--- src/rtl/vote_ctrl.sv ---
`default_nettype none
// ============================================================================
// Module   : vote_ctrl
// Purpose  : Sequencer and hazard guard for the vote accumulation buffer.
//            Clears the used vote BRAM region, admits tree-engine results
//            while protecting the label scan and the read-modify-write
//            pipeline, drains, then hands the BRAM read port to the PS.
// Revision : 1.0 - initial release
// ============================================================================
module vote_ctrl #(
    parameter int N_LABELS_WIDTH = 4,
    parameter int BRAM_AWIDTH    = 14,
    parameter int BRAM_DWIDTH    = 16,
    parameter int RESULTS_WIDTH  = 20,
    parameter int RMW_GAP        = 10
) (
    input  logic                      clk,
    input  logic                      rst_n,
    input  logic                      i_start,
    input  logic                      i_is_clf,
    input  logic [N_LABELS_WIDTH-1:0] i_n_labels,
    input  logic [BRAM_AWIDTH-1:0]    i_n_samples,
    input  logic [RESULTS_WIDTH-1:0]  i_n_results,
    input  logic                      i_res_vld,
    input  logic [BRAM_AWIDTH-1:0]    i_res_slot,
    output logic                      o_res_rdy,
    output logic                      o_accum_vld,
    output logic [BRAM_AWIDTH-1:0]    o_vote_slot,
    output logic                      o_is_clf,
    output logic [N_LABELS_WIDTH-1:0] o_n_labels,
    output logic                      o_is_ps_read,
    output logic                      o_clear_we,
    output logic [BRAM_AWIDTH-1:0]    o_clear_addr,
    output logic [BRAM_DWIDTH-1:0]    o_clear_din,
    input  logic                      i_ps_read_done,
    output logic                      o_busy,
    output logic                      o_done
);

    // ------------------------------------------------------------------------
    // Constants
    // ------------------------------------------------------------------------
    localparam int c_PROD_W  = BRAM_AWIDTH + N_LABELS_WIDTH;
    localparam int c_SCAN_W  = N_LABELS_WIDTH + 1;
    localparam int c_DRAIN_W = $clog2(RMW_GAP + 1);

    localparam logic [c_PROD_W-1:0]  c_CLEAR_MAX  = c_PROD_W'({BRAM_AWIDTH{1'b1}});
    localparam logic [c_DRAIN_W-1:0] c_DRAIN_LAST = c_DRAIN_W'(RMW_GAP - 1);

    typedef enum logic [2:0] {
        S_IDLE    = 3'd0,
        S_CLEAR   = 3'd1,
        S_ACCUM   = 3'd2,
        S_DRAIN   = 3'd3,
        S_PS_READ = 3'd4
    } state_t;

    // ------------------------------------------------------------------------
    // Declarations
    // ------------------------------------------------------------------------
    state_t                    r_state;
    state_t                    w_next_state;

    logic                      r_is_clf;
    logic [N_LABELS_WIDTH-1:0] r_n_labels;
    logic [BRAM_AWIDTH-1:0]    r_n_samples;
    logic [RESULTS_WIDTH-1:0]  r_n_results;

    logic [c_PROD_W-1:0]       w_samples_ext;
    logic [c_PROD_W-1:0]       w_labels_ext;
    logic [c_PROD_W-1:0]       w_prod;
    logic [BRAM_AWIDTH-1:0]    w_clear_len;
    logic [BRAM_AWIDTH-1:0]    w_clear_last_addr;
    logic                      w_clr_last;
    logic                      w_clear_we;
    logic [BRAM_AWIDTH-1:0]    r_clr_addr;

    logic [RESULTS_WIDTH-1:0]  r_acc_cnt;
    logic                      w_acc_room;
    logic                      w_res_rdy;
    logic                      w_accept;

    logic [c_SCAN_W-1:0]       r_scan_cnt;
    logic                      w_scan_busy;

    logic [RMW_GAP-1:0]        r_hist_vld;
    logic [BRAM_AWIDTH-1:0]    r_hist_slot [RMW_GAP];
    logic [RMW_GAP-1:0]        w_match;
    logic                      w_hazard;
    logic                      w_quiet;

    logic [c_DRAIN_W-1:0]      r_drain_cnt;

    logic                      r_accum_vld;
    logic [BRAM_AWIDTH-1:0]    r_vote_slot;
    logic                      r_done;

    // ------------------------------------------------------------------------
    // Clear length: product at full width, saturated to the address space
    // ------------------------------------------------------------------------
    assign w_samples_ext     = c_PROD_W'(r_n_samples);
    assign w_labels_ext      = c_PROD_W'(r_n_labels);
    assign w_prod            = r_is_clf ? (w_samples_ext * w_labels_ext) : w_samples_ext;
    assign w_clear_len       = (w_prod > c_CLEAR_MAX) ? {BRAM_AWIDTH{1'b1}}
                                                      : w_prod[BRAM_AWIDTH-1:0];
    assign w_clear_last_addr = w_clear_len - BRAM_AWIDTH'(1);
    assign w_clr_last        = (w_clear_len == '0) || (r_clr_addr == w_clear_last_addr);
    assign w_clear_we        = (r_state == S_CLEAR) && (w_clear_len != '0);

    // ------------------------------------------------------------------------
    // Admission: room left in the run, no label scan in flight, no RMW hazard
    // ------------------------------------------------------------------------
    assign w_acc_room  = (r_acc_cnt < r_n_results);
    assign w_scan_busy = (r_scan_cnt != '0);
    assign w_res_rdy   = (r_state == S_ACCUM) && w_acc_room && !w_scan_busy && !w_hazard;
    assign w_accept    = i_res_vld && w_res_rdy;

    // One comparator per in-flight write-back slot
    for (genvar g = 0; g < RMW_GAP; g++) begin : g_hazard
        assign w_match[g] = r_hist_vld[g] && (r_hist_slot[g] == i_res_slot);
    end

    assign w_hazard = |w_match;
    assign w_quiet  = !w_scan_busy && !(|r_hist_vld);

    // State register
    always_ff @(posedge clk) begin
        if (!rst_n) begin
            r_state <= S_IDLE;
        end else begin
            r_state <= w_next_state;
        end
    end

    // Next-state logic
    always_comb begin
        w_next_state = r_state;
        case (r_state)
            S_IDLE: begin
                if (i_start) begin
                    w_next_state = S_CLEAR;
                end
            end
            S_CLEAR: begin
                if (w_clr_last) begin
                    w_next_state = S_ACCUM;
                end
            end
            S_ACCUM: begin
                if (r_acc_cnt == r_n_results) begin
                    w_next_state = S_DRAIN;
                end
            end
            S_DRAIN: begin
                if (w_quiet && (r_drain_cnt == c_DRAIN_LAST)) begin
                    w_next_state = S_PS_READ;
                end
            end
            S_PS_READ: begin
                if (i_ps_read_done) begin
                    w_next_state = S_IDLE;
                end
            end
            default: begin
                w_next_state = S_IDLE;
            end
        endcase
    end

    // Run configuration is captured only when a start is honoured
    always_ff @(posedge clk) begin
        if (!rst_n) begin
            r_is_clf    <= 1'b0;
            r_n_labels  <= '0;
            r_n_samples <= '0;
            r_n_results <= '0;
        end else if ((r_state == S_IDLE) && i_start) begin
            r_is_clf    <= i_is_clf;
            r_n_labels  <= i_n_labels;
            r_n_samples <= i_n_samples;
            r_n_results <= i_n_results;
        end
    end

    // Clear address walks 0..clear_len-1 and parks at the last address
    always_ff @(posedge clk) begin
        if (!rst_n) begin
            r_clr_addr <= '0;
        end else if (r_state == S_CLEAR) begin
            if (!w_clr_last) begin
                r_clr_addr <= r_clr_addr + BRAM_AWIDTH'(1);
            end
        end else begin
            r_clr_addr <= '0;
        end
    end

    // Accepted-result counter, restarted with each run; stops at n_results
    always_ff @(posedge clk) begin
        if (!rst_n) begin
            r_acc_cnt <= '0;
        end else if ((r_state == S_IDLE) && i_start) begin
            r_acc_cnt <= '0;
        end else if (w_accept) begin
            r_acc_cnt <= r_acc_cnt + RESULTS_WIDTH'(1);
        end
    end

    // Label-scan guard: n_labels scan cycles plus the index-reset cycle
    always_ff @(posedge clk) begin
        if (!rst_n) begin
            r_scan_cnt <= '0;
        end else if (w_accept && r_is_clf) begin
            r_scan_cnt <= c_SCAN_W'(r_n_labels) + c_SCAN_W'(1);
        end else if (w_scan_busy) begin
            r_scan_cnt <= r_scan_cnt - c_SCAN_W'(1);
        end
    end

    // History of slots still travelling through the RMW pipeline
    always_ff @(posedge clk) begin
        if (!rst_n) begin
            r_hist_vld <= '0;
            for (int i = 0; i < RMW_GAP; i++) begin
                r_hist_slot[i] <= '0;
            end
        end else begin
            r_hist_vld[0]  <= w_accept;
            r_hist_slot[0] <= i_res_slot;
            for (int i = 1; i < RMW_GAP; i++) begin
                r_hist_vld[i]  <= r_hist_vld[i-1];
                r_hist_slot[i] <= r_hist_slot[i-1];
            end
        end
    end

    // Drain timer: counts quiet cycles, restarts if activity reappears
    always_ff @(posedge clk) begin
        if (!rst_n) begin
            r_drain_cnt <= '0;
        end else if (r_state != S_DRAIN) begin
            r_drain_cnt <= '0;
        end else if (!w_quiet) begin
            r_drain_cnt <= '0;
        end else if (r_drain_cnt != c_DRAIN_LAST) begin
            r_drain_cnt <= r_drain_cnt + c_DRAIN_W'(1);
        end
    end

    // Vote buffer handshake and completion pulse
    always_ff @(posedge clk) begin
        if (!rst_n) begin
            r_accum_vld <= 1'b0;
            r_vote_slot <= '0;
            r_done      <= 1'b0;
        end else begin
            r_accum_vld <= w_accept;
            if (w_accept) begin
                r_vote_slot <= i_res_slot;
            end
            r_done <= (r_state == S_DRAIN) && (w_next_state == S_PS_READ);
        end
    end

    // ------------------------------------------------------------------------
    // Outputs
    // ------------------------------------------------------------------------
    assign o_res_rdy    = w_res_rdy;
    assign o_accum_vld  = r_accum_vld;
    assign o_vote_slot  = r_vote_slot;
    assign o_is_clf     = r_is_clf;
    assign o_n_labels   = r_n_labels;
    assign o_is_ps_read = (r_state == S_IDLE) || (r_state == S_CLEAR) || (r_state == S_PS_READ);
    assign o_clear_we   = w_clear_we;
    assign o_clear_addr = w_clear_we ? r_clr_addr : '0;
    assign o_clear_din  = '0;
    assign o_busy       = (r_state != S_IDLE) && (r_state != S_PS_READ);
    assign o_done       = r_done;

endmodule
`default_nettype wire

--- config.mk ---
export PLATFORM = sky130hd
export DESIGN_NAME = vote_ctrl
export DESIGN_NICKNAME = d
export VERILOG_FILES = /design/src/rtl/vote_ctrl.sv
export SDC_FILE = /design/constraint.sdc
export NUM_CORES = 1
export LEC_CHECK = 0
export ABC_AREA = 1
export BUFFER_PORTS_ARGS = -buffer_cell sky130_fd_sc_hd__clkbuf_2
export CAP_MARGIN = 20
export CORE_AREA = 2 2 173 175
export DETAILED_ROUTE_END_ITERATION = 6
export DIE_AREA = 0 0 175 177
export PLACE_DENSITY = 0.76
export SLEW_MARGIN = 20
export SYNTH_ARGS = -nofsm -noshare
export SYNTH_HDL_FRONTEND = slang
export SYNTH_SLANG_ARGS = --single-unit
--- constraint.sdc ---
create_clock -name clk -period 5.32 [get_ports clk]
set_input_delay 0.532 -clock clk [delete_from_list [all_inputs] [get_ports clk]]
set_output_delay 0.532 -clock clk [all_outputs]
set_load 0.1 [all_outputs]
==> results.ini, run 1 <==
[logic_synthesis]
number_of_enable_type_register_cells_in_the_synthesized_netlist=0
ys_seq_area_frac=0.312
synth.distinct_cells=49
netlist_instances=2510
ys_dominant_reg_cell=sky130_fd_sc_hd__dfxtp_1
yosys_register_bits=250
synthesis.area_per_instance_um2=6.39
yosysWarnings=0
syn_area_um2=16000
synthArstFlopShare=0

[sta]
final_max_slew_viol_count=0
fin_ws_ps=-92.6
tightestPinTransition_ps=930
hold_slack_ps=226
post-route-min-period_ps=5410
finClkSkew_ps=11.7
timing.slew.headroom=0.379
timing.final.crit_share=1.02
rsz0062_at_grt=true
setup_tns_ps=-1100
max_freq_mhz=185
finalHoldViolCount=0
setup_viol=15

[placement]
post-dp-hpwl_um=38100
count_of_buffers_inserted_at_the_top_level_ports=96
routabilityCongestion=0.979
postPlaceCellArea_um2=17200
placed_cells_incl_taps=2939

[floorplanning]
die_x_um=175
start_util=0.548
placeableCoreArea_um2=29200
dieArea_um2=31000
fp-row-count=63
design.portCount=113
die_y_um=177

[detailed_routing]
drtAntennaViolNets=0
drt_drc_violations_left=0
drtIter0Drc=1298
detailedRoute.firstPassIterationCount=5
vias=16400
drt-wirelength-per-cell_um=17.3
avgViaCountPerCell=5.39
routed_wirelength_um=52400

[worst_setup_path]
critPathMaxStageDelay_ps=570
criticalPathCategory=flop to output pin
arrival_time_reported_for_the_critical_path_endpoint_ps=4880
timing.critical_path.from_type=flop
critPathCaptureType=output pin
critical_path.most_common_cell=sky130_fd_sc_hd__nand2_2
cp_max_fo=8
timing.critical_path.required_ps=4790
cpMaxStageDelayCell=sky130_fd_sc_hd__fa_1

[clock_network]
cts_hold_buf=0
cts_max_path_buffers=3
tritoncts_clock_tree=done
clock_sinks=250
clk-insertion-delay-late_ps=560
cts_buffers=28
cts.reportedPaths.clkPinSlew_ps=60
cts_h_tree_depth=1
clockRootBuffer=sky130_fd_sc_hd__clkbuf_16

[finish]
seqCellArea_um2=5020
multi_input_comb_area_um2=9150
design.final.nets=2758
final_cell_mix=sky130_fd_sc_hd__nand2_1, sky130_fd_sc_hd__inv_1, sky130_fd_sc_hd__nor2_1
mostFrequentLayoutCell=sky130_fd_sc_hd__nand2_1
synthToLayoutAreaGrowth_pct=18.3
stdcell_area_um2=19000
layout-drive-gt1-share=0.132
antenna_cells_inserted=0
finalNonFillerCells=3037
fillerInstances=2693

[run]
maxCapViolations=0

[grt]
via_count_of_the_first_global_routing_pass=15300
overflow=0
global_route.usage.total=0.331
antenna_violations_before_repair=0
grt_first_pass_wirelength_um=81700
grt_max_degree=112

[power_and_ir_drop]
power_density_nw_per_um2=276
irDropWorstVdd_mv=0.271
total_leakage_power_nw=9.76
total_power_mw=5.23

[outcome]
violated_checks=setup timing
status=finished, violations left

[hold_path]
hold_class=input pin to flop

==> state kept, by name, indices dropped and copies added, names as in the netlist <==
name and flops:
o_done 1, o_is_clf 1, o_n_labels 4, o_vote_slot 14, r_acc_cnt 20, r_clr_addr 14
r_drain_cnt 4, r_hist_slot 140, r_hist_vld 10, r_n_results 20, r_n_samples 14, r_scan_cnt 5
r_state 3
==> synth_stat cells, types with 5 or more instances <==
| library cell | number | area, µm² |
|---|---|---|
| sky130_fd_sc_hd__o2111ai_1 | 8 | 70.1 |
| sky130_fd_sc_hd__nand3b_1 | 5 | 37.5 |
| sky130_fd_sc_hd__nor3_1 | 87 | 435 |
| sky130_fd_sc_hd__a211oi_1 | 22 | 165 |
| sky130_fd_sc_hd__nand3_1 | 133 | 666 |
| sky130_fd_sc_hd__nor3b_1 | 9 | 67.6 |
| sky130_fd_sc_hd__nand4_1 | 70 | 438 |
| sky130_fd_sc_hd__buf_2 | 11 | 55.1 |
| sky130_fd_sc_hd__inv_1 | 515 | 1930 |
| sky130_fd_sc_hd__xor2_1 | 57 | 499 |
| sky130_fd_sc_hd__o22ai_1 | 6 | 37.5 |
| sky130_fd_sc_hd__or2_2 | 26 | 163 |
| sky130_fd_sc_hd__xnor2_1 | 24 | 210 |
| sky130_fd_sc_hd__clkbuf_1 | 61 | 229 |
| sky130_fd_sc_hd__nand2_1 | 593 | 2230 |
| sky130_fd_sc_hd__buf_4 | 17 | 128 |
| sky130_fd_sc_hd__o21ai_0 | 81 | 405 |
| sky130_fd_sc_hd__dfxtp_1 | 250 | 5000 |
| sky130_fd_sc_hd__ha_1 | 50 | 626 |
| sky130_fd_sc_hd__nor4_1 | 52 | 325 |
| sky130_fd_sc_hd__nor2_1 | 277 | 1040 |
| sky130_fd_sc_hd__nand2_2 | 5 | 31.3 |
| sky130_fd_sc_hd__fa_1 | 24 | 480 |
| sky130_fd_sc_hd__a21oi_1 | 84 | 420 |
==> worst max-delay path: cells and delay by family, from the launching register on <==
family                   cells  cell delay [ps]
AND/OR/NAND/NOR             17             1630
flip-flops                   1              390
adder cells (fa/ha/maj)      4             1590
buffers and inverters        7              670
==> worst paths after layout <==
path	cells after the start	to	start	slack, ps
max	28	o_clear_addr[5]	o_n_labels[1]	-90
min	3	r_n_samples[9]	i_n_samples[9]	230
max reg2reg	33	r_clr_addr[12]	o_n_labels[1]	90
min reg2reg	2	r_hist_slot[0][101]	r_hist_slot[0][87]	420
==> per-layer routing <==
layer | global-route usage | wire [µm] | up-vias
met5 | 0 | 0 | -
met4 | 0.116 | 1960 | 0
met3 | 0.0423 | 3640 | 121
met2 | 0.582 | 24800 | 656
met1 | 0.418 | 22000 | 7557
li1 | - | - | 8047
==> kinds of logic after synthesis <==
| kind of cell | share of synthesized area |
|---|---|
| AND/OR/NAND/NOR | 0.346 |
| XOR/XNOR | 0.0443 |
| flip-flops | 0.312 |
| adder cells (fa/ha/maj) | 0.0690 |
| other | 0.000234 |
| buffers and inverters | 0.150 |
| AO/OA/AOI/OAI | 0.0781 |
==> power by group <==
part           leakage, nW  internal, mW  switching (mW)
Clock                0.492          1.29           0.812
Combinational         7.23         0.373           0.764
Sequential            2.03          1.94          0.0598
==> what timing repair did <==
action / 4_1_cts / 5_1_grt
setup buffers: 27 / 19
pin swaps: 40 / 26
gates resized for setup: 63 / 36
gates cloned: 0 / 1
endpoints found under the setup margin: 15 / 23
==> cell type report <==
class	instances	share of cell area
Tap cell	390	0.0257
Inverter	520	0.103
Clock inverter	11	0.00858
Sequential cell	250	0.265
Timing Repair Buffer	167	0.0710
Multi-Input combinational cell	1659	0.483
Clock buffer	40	0.0442
==> per-stage QoR <==
step / setup slack (ps) / utilization
6_report: -92.6 / 0.648
5_1_grt: -287 / 0.648
4_1_cts: -168 / 0.639
3_5_place_dp: 226 / 0.587
3_3_place_gp: 346 / 0.587
2_1_floorplan: 1.06 / -
No activity file was read; power rests on OpenSTA's default activity.
==> inputs of run 2 (changes only) <==
MAX_ROUTING_LAYER = met4   (was default)
==> run 2 against run 1 <==
  * Routed wire length grew 2.8%
  * Final area increased by 0.65%
  * The run still ends with setup timing left
  * Die area did not move
==> results.ini, run 2 (synthesis gave the netlist of run 1 again) <==
[outcome]
status=finished, violations left
violated_checks=setup timing

[worst_setup_path]
critical_path.n_buffers_inverters=7
arrival_time_reported_for_the_critical_path_endpoint_ps=4910
timing.critical_path.required_ps=4790
cp_max_fo=8
critical_path.most_common_cell=sky130_fd_sc_hd__nand2_2
criticalPathCategory=flop to output pin
cpLargestDelayFamily=simple AND/OR/NAND/NOR gates
critPathCaptureType=output pin
timing.critical_path.from_type=flop
cpMaxStageDelayCell=sky130_fd_sc_hd__fa_2
timing.reg2reg.worst_path_depth=37
critPathMaxStageDelay_ps=560
timing.critical_path.depth=27

[floorplanning]
fp-row-count=63
die_x_um=175
dieArea_um2=31000
placeableCoreArea_um2=29200
design.portCount=113
start_util=0.548
die_y_um=177

[finish]
largest_registers=r_hist_slot x140, r_acc_cnt x20, r_n_results x20
fillerInstances=2717
max_ffs_per_register=140
post-route-util=0.652
design.final.nets=2749
stdcell_area_um2=19100
seqCellArea_um2=5020
mostFrequentLayoutCell=sky130_fd_sc_hd__nand2_1
antenna_cells_inserted=0
max_flop_register=r_hist_slot
multi_input_comb_area_um2=9330
final_cell_mix=sky130_fd_sc_hd__nand2_1, sky130_fd_sc_hd__inv_1, sky130_fd_sc_hd__nor2_1
synthToLayoutAreaGrowth_pct=19.0
layout-drive-gt1-share=0.144

[sta]
hold_slack_ps=213
setup_viol=17
max_freq_mhz=184
timing.final.crit_share=1.02
tightestPinTransition_ps=1070
rsz0062_at_grt=true
timing.slew.headroom=0.284
finClkSkew_ps=27.6
post-route-min-period_ps=5440
final_max_slew_viol_count=0
finalHoldViolCount=0
fin_ws_ps=-124

[clock_network]
clk-insertion-delay-late_ps=590
cts_max_path_buffers=3
cts.reportedPaths.clkPinSlew_ps=70
cts_hold_buf=0
cts_h_tree_depth=1
clock_sinks=250
tritoncts_clock_tree=done
cts_buffers=29
clockRootBuffer=sky130_fd_sc_hd__clkbuf_16

[hold_path]
hold_class=input pin to flop
holdPathStages=3

[detailed_routing]
drtIter0Drc=1177
drt-wirelength-per-cell_um=17.8
vias=16400
routed_wirelength_um=53900
drt_drc_violations_left=0
drtAntennaViolNets=0
detailedRoute.firstPassIterationCount=6
avgViaCountPerCell=5.43

[placement]
count_of_buffers_inserted_at_the_top_level_ports=96
routabilityCongestion=0.984
postPlaceCellArea_um2=17200
post-dp-hpwl_um=39000

[grt]
global_route.usage.total=0.350
grt_max_degree=109
grt_first_pass_wirelength_um=82300
antenna_violations_before_repair=0
overflow=0
via_count_of_the_first_global_routing_pass=15600

[power_and_ir_drop]
power_density_nw_per_um2=278
total_power_mw=5.31
total_leakage_power_nw=9.76
irDropWorstVdd_mv=0.243

[run]
maxCapViolations=0

run 2: path summary, 6_finish.rpt:
path                            start                  end  slack [ps]
setup / recovery        o_n_labels[2]      o_clear_addr[5]        -120
hold / removal          i_n_labels[2]        o_n_labels[2]         210
setup reg to reg        o_n_labels[2]           r_state[1]         -60
hold reg to reg   r_hist_slot[0][103]  r_hist_slot[0][117]         430
run 2: where the power goes:
| group | switching [mW] | internal [mW] | total, mW |
|---|---|---|---|
| combinational | 0.782 | 0.390 | 1.17 |
| sequential | 0.0707 | 1.94 | 2.01 |
| clock | 0.886 | 1.24 | 2.13 |
run 2: repair_timing:
item / CTS / global route
setup endpoints to repair: 15 / 31
setup buffers: 26 / 10
cloned: 0 / 2
endpoints found under the hold margin: 0 / 0
pin swaps: 36 / 38
resized for setup: 65 / 91
run 2: metrics by stage:
step | TNS [ps] | worst slack (ps) | cells
floorplan | 0 | 1.06 | 2525
global placement | 0 | 343 | 2938
detailed placement | 0 | 240 | 2938
CTS | -1210 | -98.1 | 3017
global route | -7530 | -352 | 3029
finish | -1740 | -124 | 3029
run 2: worst min-delay path: stages:
cell and delay (ps):
sky130_fd_sc_hd__clkbuf_2 70, sky130_fd_sc_hd__o21ai_0 70, sky130_fd_sc_hd__nor2_1 80
run 2: cell type report:
cell class	count	share of cell area
clock buffer	35	0.0424
inverter	520	0.103
sequential	250	0.263
clock inverter	18	0.0109
tap	390	0.0256
timing repair buffer	156	0.0659
multi-input combinational	1660	0.489
run 2: layer usage:
metal  vias to the layer above  GRT usage  routed length, µm
met2                       649      0.580              25000
met4                         0      0.165               2890
li1                       8042          -                  -
met3                       180     0.0455               3640
met1                      7572      0.423              22400
met5                         -          -                  0
==> inputs of run 3 (changes only) <==
CTS_CLUSTER_SIZE = 14   (was default)
PLACE_DENSITY = 0.89   (was 0.76)
==> run 3 against run 2 <==
  * The flow still finishes with violations (setup timing)
  * Global-route usage is 1.6 points lower
  * Critical path depth rose by 2
  * Worst hold slack improved by 7.2 ps
  * Worst setup slack got worse by 50 ps
  * Cell count shrank 0.20%
  * Routed wire length is 4.6% lower
  * Sequential power about the same
  * Combinational power decreased by 5%
  * First-iteration DRC count up 53%
==> results.ini, run 3 (synthesis gave the netlist of run 1 again) <==
[grt]
global_route.usage.total=0.334
overflow=0
grt_max_degree=106
antenna_violations_before_repair=0
grt_first_pass_wirelength_um=80500
via_count_of_the_first_global_routing_pass=16000

[sta]
setup_tns_ps=-1720
setup_viol=15
timing.slew.headroom=0.401
hold_slack_ps=220
final_max_slew_viol_count=0
tightestPinTransition_ps=899
finClkSkew_ps=11.6
fin_ws_ps=-173
rsz0062_at_grt=true
post-route-min-period_ps=5490
max_freq_mhz=182
finalHoldViolCount=0
timing.final.crit_share=1.03

[floorplanning]
fp-row-count=63
start_util=0.548
placeableCoreArea_um2=29200
die_y_um=177
die_x_um=175
design.portCount=113
dieArea_um2=31000

[detailed_routing]
detailedRoute.firstPassIterationCount=6
drtAntennaViolNets=0
drtIter0Drc=1796
drt_drc_violations_left=0
drt-wirelength-per-cell_um=17.0
routed_wirelength_um=51500
vias=16800
avgViaCountPerCell=5.56

[worst_setup_path]
critPathMaxStageDelay_ps=530
cp_max_fo=8
criticalPathCategory=flop to output pin
timing.critical_path.from_type=flop
critical_path.most_common_cell=sky130_fd_sc_hd__nand2_2
critPathCaptureType=output pin
cpMaxStageDelayCell=sky130_fd_sc_hd__fa_1
arrival_time_reported_for_the_critical_path_endpoint_ps=4960
timing.critical_path.required_ps=4790

[clock_network]
clockRootBuffer=sky130_fd_sc_hd__clkbuf_16
cts.reportedPaths.clkPinSlew_ps=60
clk-insertion-delay-late_ps=570
cts_buffers=29
cts_max_path_buffers=3
clock_sinks=250
cts_h_tree_depth=1
tritoncts_clock_tree=done
cts_hold_buf=0

[finish]
mostFrequentLayoutCell=sky130_fd_sc_hd__nand2_1
layout-drive-gt1-share=0.136
fillerInstances=2504
antenna_cells_inserted=0
max_flop_register=r_hist_slot
largest_registers=r_hist_slot x140, r_acc_cnt x20, r_n_results x20
stdcell_area_um2=18900
synthToLayoutAreaGrowth_pct=17.7
max_ffs_per_register=140
design.final.nets=2743
final_cell_mix=sky130_fd_sc_hd__nand2_1, sky130_fd_sc_hd__inv_1, sky130_fd_sc_hd__nor2_1

[power_and_ir_drop]
power_density_nw_per_um2=275
irDropWorstVdd_mv=0.250
total_leakage_power_nw=9.73

[placement]
post-dp-hpwl_um=36700
count_of_buffers_inserted_at_the_top_level_ports=96
routabilityCongestion=1.01
postPlaceCellArea_um2=17100

[hold_path]
hold_class=input pin to flop

[outcome]
violated_checks=setup timing
status=finished, violations left

[run]
maxCapViolations=0

## run 3: final cells by class
type	count	area (µm²)	share of cell area
multi-input cells	1660	9210	0.488
inverters	520	1960	0.104
well taps	390	488	0.0259
repair buffers	150	1190	0.0631
flip-flops and latches	250	5020	0.266
clock inverters	18	215	0.0114
clock buffers	35	778	0.0413
## run 3: timing repair
| item | CTS | global route |
|---|---|---|
| gates cloned | 1 | 1 |
| buffers inserted | 28 | 6 |
| endpoints found under the setup margin | 15 | 30 |
| pin swaps | 48 | 48 |
| resized for setup | 76 | 48 |
| endpoints found under the hold margin | 0 | 0 |
## run 3: final timing paths
path | from | end | slack [ps] | cells after the start
setup reg to reg | o_n_labels[1] | r_state[1] | 250 | 33
setup / recovery | o_n_labels[1] | o_clear_addr[11] | -170 | 29
hold reg to reg | r_hist_slot[0][53] | r_hist_slot[0][67] | 430 | 2
hold / removal | i_n_samples[12] | r_n_samples[12] | 220 | 3
## run 3: power by group
part	leakage, nW	switching, mW	internal (mW)
Clock	0.491	0.843	1.24
Combinational	7.21	0.756	0.354
Sequential	2.04	0.0637	1.94
## run 3: worst max-delay path, delay by kind of cell, from the launching register on
family	cells	cell delay [ps]
adder cells (fa/ha/maj)	4	1510
flip-flops	1	380
buffers and inverters	8	790
AND/OR/NAND/NOR	17	1690
## run 3: per-stage QoR
stage | total power [mW] | setup slack (ps) | std cells | util
after floorplan | 2.76 | 1.06 | 2525 | -
after global placement | 2.97 | 410 | 2935 | 0.586
after detailed placement | 3.00 | 293 | 2935 | 0.586
after CTS | 5.15 | -145 | 3017 | 0.639
after global routing | 5.40 | -357 | 3023 | 0.645
final | 5.19 | -173 | 3023 | 0.645
## run 3: layer usage
metal | share of wire | wire length [µm] | global-route usage
met2 | 0.47 | 24100 | 0.557
met1 | 0.38 | 19800 | 0.387
met4 | 0.059 | 3030 | 0.180
met5 | 0 | 0 | -
met3 | 0.087 | 4490 | 0.0522
